## src/rtl/lsu_mem_resp.sv

```systemverilog
// lsu_mem_resp: memory-side back end of the load/store unit.
//
// Passes dispatch MEM requests straight through to a 64-bit data bus. Accepted bus
// requests are tracked in order in a small FIFO. Read responses are matched to the
// FIFO head, and load data is lane-extracted and sign/zero-extended. Each response
// then leaves through a single registered writeback stage.
//
// Ports:
//   clk, rst                 core clock, synchronous active-high reset
//   req_*                    dispatch MEM request (valid/ready, type, address, store data, rd)
//   bus_req_*, bus_addr_o,
//   bus_we_o, bus_wmask_o,
//   bus_wdata_o              bus request channel (valid/ready)
//   bus_rsp_*                bus response channel (valid/ready, read data, error)
//   wb_*                     registered completion to writeback (valid/ready)
//   outst_cnt_o              entries currently held in the tracker FIFO
//   spurious_rsp_o           response seen while the tracker is empty
module lsu_mem_resp #(
    parameter int unsigned OUTST_DEPTH = 2
) (
    input  logic        clk,
    input  logic        rst,
    input  logic        req_valid_i,
    output logic        req_ready_o,
    input  logic        req_load_i,
    input  logic        req_store_i,
    input  logic        req_lb_i,
    input  logic        req_lh_i,
    input  logic        req_lw_i,
    input  logic        req_lbu_i,
    input  logic        req_lhu_i,
    input  logic [31:0] req_addr_i,
    input  logic [7:0]  req_wmask_i,
    input  logic [63:0] req_wdata_i,
    input  logic [4:0]  req_rd_i,
    output logic        bus_req_valid_o,
    input  logic        bus_req_ready_i,
    output logic [31:0] bus_addr_o,
    output logic        bus_we_o,
    output logic [7:0]  bus_wmask_o,
    output logic [63:0] bus_wdata_o,
    input  logic        bus_rsp_valid_i,
    output logic        bus_rsp_ready_o,
    input  logic [63:0] bus_rsp_rdata_i,
    input  logic        bus_rsp_err_i,
    output logic        wb_valid_o,
    input  logic        wb_ready_i,
    output logic [4:0]  wb_rd_o,
    output logic [31:0] wb_data_o,
    output logic        wb_we_o,
    output logic        wb_err_o,
    output logic        wb_store_o,
    output logic [3:0]  outst_cnt_o,
    output logic        spurious_rsp_o
);

    localparam int unsigned PtrW = (OUTST_DEPTH > 1) ? $clog2(OUTST_DEPTH) : 1;

    typedef struct packed {
        logic [4:0] rd;
        logic [2:0] off;
        logic       lb;
        logic       lh;
        logic       lw;
        logic       lbu;
        logic       lhu;
        logic       store;
    } entry_t;

    entry_t          mem_q [OUTST_DEPTH];
    entry_t          mem_d [OUTST_DEPTH];
    logic [PtrW-1:0] wr_ptr_q, wr_ptr_d;
    logic [PtrW-1:0] rd_ptr_q, rd_ptr_d;
    logic [3:0]      cnt_q, cnt_d;

    logic        wb_valid_q, wb_valid_d;
    logic [4:0]  wb_rd_q, wb_rd_d;
    logic [31:0] wb_data_q, wb_data_d;
    logic        wb_we_q, wb_we_d;
    logic        wb_err_q, wb_err_d;
    logic        wb_store_q, wb_store_d;

    logic   full, empty, push, pop;
    entry_t new_entry, head;
    logic [7:0]  lane_b;
    logic [15:0] lane_h;
    logic [31:0] lane_w;
    logic [31:0] load_data;

    assign full  = (cnt_q == 4'(OUTST_DEPTH));
    assign empty = (cnt_q == 4'd0);

    // Request path: combinational pass-through. Requests that are neither load nor
    // store are acknowledged but never reach the bus.
    assign bus_req_valid_o = req_valid_i & (req_load_i | req_store_i) & ~full;
    assign req_ready_o     = bus_req_ready_i & ~full;
    assign bus_addr_o      = {req_addr_i[31:3], 3'b000};
    assign bus_we_o        = req_store_i;
    assign bus_wmask_o     = req_store_i ? req_wmask_i : 8'h00;
    assign bus_wdata_o     = req_wdata_i;

    assign push = bus_req_valid_o & bus_req_ready_i;

    // A response is only taken when the output register is free or draining this cycle.
    assign bus_rsp_ready_o = ~empty & (~wb_valid_q | wb_ready_i);
    assign pop             = bus_rsp_valid_i & bus_rsp_ready_o;
    assign spurious_rsp_o  = bus_rsp_valid_i & empty & ~rst;

    assign new_entry = '{rd: req_rd_i, off: req_addr_i[2:0], lb: req_lb_i, lh: req_lh_i,
                         lw: req_lw_i, lbu: req_lbu_i, lhu: req_lhu_i, store: req_store_i};
    assign head      = mem_q[rd_ptr_q];

    // Lane extraction from the 64-bit beat using the head's byte offset.
    assign lane_b = bus_rsp_rdata_i[8*head.off +: 8];
    assign lane_h = bus_rsp_rdata_i[16*head.off[2:1] +: 16];
    assign lane_w = bus_rsp_rdata_i[32*head.off[2] +: 32];

    always_comb begin
        load_data = 32'h0;
        if (head.lb) begin
            load_data = {{24{lane_b[7]}}, lane_b};
        end else if (head.lbu) begin
            load_data = {24'h0, lane_b};
        end else if (head.lh) begin
            load_data = {{16{lane_h[15]}}, lane_h};
        end else if (head.lhu) begin
            load_data = {16'h0, lane_h};
        end else if (head.lw) begin
            load_data = lane_w;
        end
    end

    // Tracker FIFO next state. Full blocks push through bus_req_valid_o, so a
    // simultaneous pop never frees a slot for the same cycle.
    always_comb begin
        mem_d    = mem_q;
        wr_ptr_d = wr_ptr_q;
        rd_ptr_d = rd_ptr_q;
        cnt_d    = cnt_q;
        if (push) begin
            mem_d[wr_ptr_q] = new_entry;
            wr_ptr_d        = wr_ptr_q + PtrW'(1);
        end
        if (pop) begin
            rd_ptr_d = rd_ptr_q + PtrW'(1);
        end
        case ({push, pop})
            2'b10:   cnt_d = cnt_q + 4'd1;
            2'b01:   cnt_d = cnt_q - 4'd1;
            default: cnt_d = cnt_q;
        endcase
    end

    // Output register: loads on a response handshake, otherwise holds until accepted.
    always_comb begin
        wb_valid_d = wb_valid_q;
        wb_rd_d    = wb_rd_q;
        wb_data_d  = wb_data_q;
        wb_we_d    = wb_we_q;
        wb_err_d   = wb_err_q;
        wb_store_d = wb_store_q;
        if (pop) begin
            wb_valid_d = 1'b1;
            wb_rd_d    = head.rd;
            wb_err_d   = bus_rsp_err_i;
            wb_store_d = head.store;
            wb_we_d    = ~head.store & ~bus_rsp_err_i;
            wb_data_d  = (head.store | bus_rsp_err_i) ? 32'h0 : load_data;
        end else if (wb_ready_i) begin
            wb_valid_d = 1'b0;
        end
    end

    always_ff @(posedge clk) begin
        if (rst) begin
            wr_ptr_q   <= '0;
            rd_ptr_q   <= '0;
            cnt_q      <= 4'd0;
            wb_valid_q <= 1'b0;
            wb_rd_q    <= 5'd0;
            wb_data_q  <= 32'h0;
            wb_we_q    <= 1'b0;
            wb_err_q   <= 1'b0;
            wb_store_q <= 1'b0;
        end else begin
            wr_ptr_q   <= wr_ptr_d;
            rd_ptr_q   <= rd_ptr_d;
            cnt_q      <= cnt_d;
            wb_valid_q <= wb_valid_d;
            wb_rd_q    <= wb_rd_d;
            wb_data_q  <= wb_data_d;
            wb_we_q    <= wb_we_d;
            wb_err_q   <= wb_err_d;
            wb_store_q <= wb_store_d;
        end
    end

    // Payload storage needs no reset; validity is carried by the pointers and count.
    always_ff @(posedge clk) begin
        mem_q <= mem_d;
    end

    assign wb_valid_o  = wb_valid_q;
    assign wb_rd_o     = wb_rd_q;
    assign wb_data_o   = wb_data_q;
    assign wb_we_o     = wb_we_q;
    assign wb_err_o    = wb_err_q;
    assign wb_store_o  = wb_store_q;
    assign outst_cnt_o = cnt_q;

endmodule
```

## config.mk

```make
export PLATFORM = sky130hd
export DESIGN_NAME = lsu_mem_resp
export DESIGN_NICKNAME = d
export VERILOG_FILES = /design/src/rtl/lsu_mem_resp.sv
export SDC_FILE = /design/constraint.sdc
export NUM_CORES = 1
export LEC_CHECK = 0
export CAP_MARGIN = 20
export CORE_AREA = 2 2 133 135
export DETAILED_ROUTE_END_ITERATION = 10
export DIE_AREA = 0 0 135 137
export DONT_BUFFER_PORTS = 1
export PLACE_DENSITY = 0.55
export SYNTH_ARGS = -nofsm -noshare
export SYNTH_HDL_FRONTEND = slang
export SYNTH_SLANG_ARGS = --single-unit
```

## constraint.sdc

```tcl
create_clock -name clk -period 3.7 [get_ports clk]
set_input_delay 0.74 -clock clk [delete_from_list [all_inputs] [get_ports clk]]
set_output_delay 0.74 -clock clk [all_outputs]
set_load 0.02 [all_outputs]
```

==> metrics <==
mapped cell area 5360 um2; Post-synth ARST share 0%; DR iter-0 viols 176; min Tclk post-route approximately 2.9 ns; CP peak stage delay between 0.6 and 0.7 ns; Slew @ Worst Pin 0.831 ns; CP Cell Sequence or4b_1 > o2111ai_2 > ha_1 > nor3b_1 > o21ai_0 > a21o_1 > a21oi_1 > mux2_4; Resized Gates After CTS 0; Core Rows 48; final antenna-violating net count 0; CTS root buf clkbuf_16; drt first pass iters 5; Detailed Place HPWL 15200 um; Final #Nets 602; Crit Path Max Fanout 10; Layout Utilization 29.8%; global-route wire length before repair 25100 um; crit start category flip-flop; final period utilization between 70% and 80%; YS warnings 0; Horiz. Die Dim 135 um; final wirelength 18600 um; Clk pin slew, worst setup/hold paths 0.06 ns; synthesized flop and latch total 75; fmax 0.344 GHz; master of the slowest instance on the critical path dfxtp_1; Layout fillers 1758; Area Overhead vs Synth -5.34%; CP endpoint kind flip-flop; # port buffers 0; Sink Count 75; Top Ports 341; WS Path Type reg -> reg; gr ovfl total 0; Critical Path AT 3.14 ns; r2r setup slk between 0.7 and 0.8 ns; MaxCap Viol Count 0; Post-CTS Setup Bufs 0; vias per cell 5.63; Post-synth EDFFs 28; ys flop type dfxtp_1; H-tree levels 3; vias in the first global route 3487; Final Hold Viols 0; DRC 0; RSZ-0062 raised after global routing false; Worst-Skew Late Latency approximately 0.34 ns; Netlist cell types 65; Core Area 17100 um2; die area between 15000 and 20000 um2; Starting Density 31.4%; Lkg Pwr between 0.0015 and 0.002 uW; initial antenna violation count 0; largest net degree at the start of global routing 45; Slew Limit Fails 0; Die Ht 137 um; worst path bufs/invs 0; WL per Instance approximately 29 um; PD cells 699 nW/um2; Num CTS Buffers 9; Required @ worst endpoint 3.93 ns; CTS tree yes; worst hold path class in -> reg; status completed; GRT Overall Usage 19.3%; # diodes 0; CTS Hold Bufs 0; Worst VDD drop around 0.00038 V; Post-Route Setup TNS 0 ns; sequential area share after synthesis between 30 and 40%; Cells after Synth roughly 520; Syn Area/Cell 10.3 um2; family with the most delay on the worst path simple AND/OR/NAND/NOR gates; clk_skew 0.0104 ns; max_slew headroom about 43%; fraction of layout cells with a size suffix above 1 19.6%; via count 3623; Clock Path Buffers 2; GPL Wtd Cong 0.844; number of setup violations in the final report 0
## worst reg2reg max path, delay by kind of cell (launching register included)
family | cells | cell delay (ns)
compound gates | 4 | 0.68
fa+ha+maj | 1 | 0.41
flops | 1 | 0.64
mux | 1 | 0.31
simple gates | 2 | 0.77
## per-layer routing
metal  up-vias  share of wire [%]  GRT usage (%)
met5         -               0.54           3.89
met4         2                2.1           5.56
met3        38                 16           13.9
met2       212                 52           34.1
met1      1772                 29           17.4
li1       1599                  -              -
## cells in the mapped netlist (2+ instances only)
library cell / instances / share of area [%]
nor3b_1: 3 / 0.42
a2bb2oi_1: 4 / 0.65
nor2b_1: 9 / 1.0
mux4_2: 14 / 5.9
edfxtp_1: 28 / 16
buf_6: 8 / 1.7
o21ai_0: 10 / 0.93
xnor2_1: 2 / 0.33
mux2i_4: 6 / 2.5
or4_4: 2 / 0.42
nand3_1: 7 / 0.65
nand2_1: 45 / 3.1
a211oi_1: 6 / 0.84
clkbuf_1: 8 / 0.56
a221oi_2: 22 / 6.2
dfxtp_1: 47 / 18
o21a_1: 12 / 1.7
mux2_4: 2 / 0.56
xor2_1: 2 / 0.33
inv_1: 3 / 0.21
a221o_1: 7 / 1.3
nand2b_1: 6 / 0.70
mux2_1: 2 / 0.42
ha_1: 2 / 0.47
buf_4: 102 / 14
mux2i_1: 39 / 7.3
buf_2: 8 / 0.75
nor4b_1: 3 / 0.49
nor3_1: 11 / 1.0
o21ai_1: 2 / 0.19
o22ai_1: 10 / 1.2
nor2_1: 29 / 2.0
a21oi_1: 19 / 1.8
and2_1: 10 / 1.2
## per-stage QoR
step | cell area [um2] | total power [uW] | std cells | setup slack, ns | hold slack (ns)
floorplan | 5370 | 2590 | 523 | 0.804 | 0.521
global placement | 4760 | 2600 | 627 | 0.888 | 0.543
finish | 5080 | 3550 | 643 | 0.789 | 0.479
CTS | 5080 | 3580 | 643 | 0.806 | 0.457
global route | 5080 | 3760 | 643 | 0.602 | 0.456
detailed placement | 4760 | 2640 | 627 | 0.821 | 0.561
## registers in the layout, summed over array words and instances, names as in the netlist
signal	count
wb_rd_o	5
wb_data_o	32
wb_valid_o	1
wb_store_o	1
wr_ptr_q	1
wb_we_o	1
rd_ptr_q	1
wb_err_o	1
mem_q	28
outst_cnt_o	4
## final cells by class
| cell class | instances | area, um2 | share of cell area (%) |
|---|---|---|---|
| Multi-Input combinational cell | 314 | 2610 | 51.5 |
| Tap cell | 225 | 282 | 5.54 |
| Timing Repair Buffer | 9 | 67.6 | 1.33 |
| Sequential cell | 75 | 1780 | 35.1 |
| Clock buffer | 9 | 225 | 4.44 |
| Clock inverter | 7 | 92.6 | 1.82 |
| Inverter | 4 | 15.0 | 0.296 |
## path summary, 6_finish.rpt
check / from / end / cells after the start
setup / recovery: outst_cnt_o[1] / outst_cnt_o[3] / 8
hold / removal: rst / wb_valid_o / 1
setup reg to reg: outst_cnt_o[1] / outst_cnt_o[3] / 8
hold reg to reg: wr_ptr_q / wr_ptr_q / 3
## where the power goes
group	switching [uW]	total, uW	internal [uW]
sequential	243	1210	968
combinational	833	1400	570
clock	348	935	587
## kinds of logic (layout without fill, tap and decap cells)
kind of cell	after synthesis	in the layout	share of synthesized area, %
multiplexers	64	64	16.9
AO/OA/AOI/OAI	106	106	17.6
AND/OR/NAND/NOR	135	135	12.8
adder cells (fa/ha/maj)	2	2	0.466
flip-flops	75	75	33.2
XOR/XNOR	4	4	0.653
other	1	3	0.0699
buffers and inverters	134	29	18.4
## cell usage in the layout, fill, tap and decap left out, drive strengths merged, types with 14 or more instances in the layout
cell and count:
dfxtp 47, nand2 45, mux2i 45, nor2 30, edfxtp 28, a221oi 22, a21oi 19, mux4 14
Note: power is estimated with default switching activity, not from simulation.
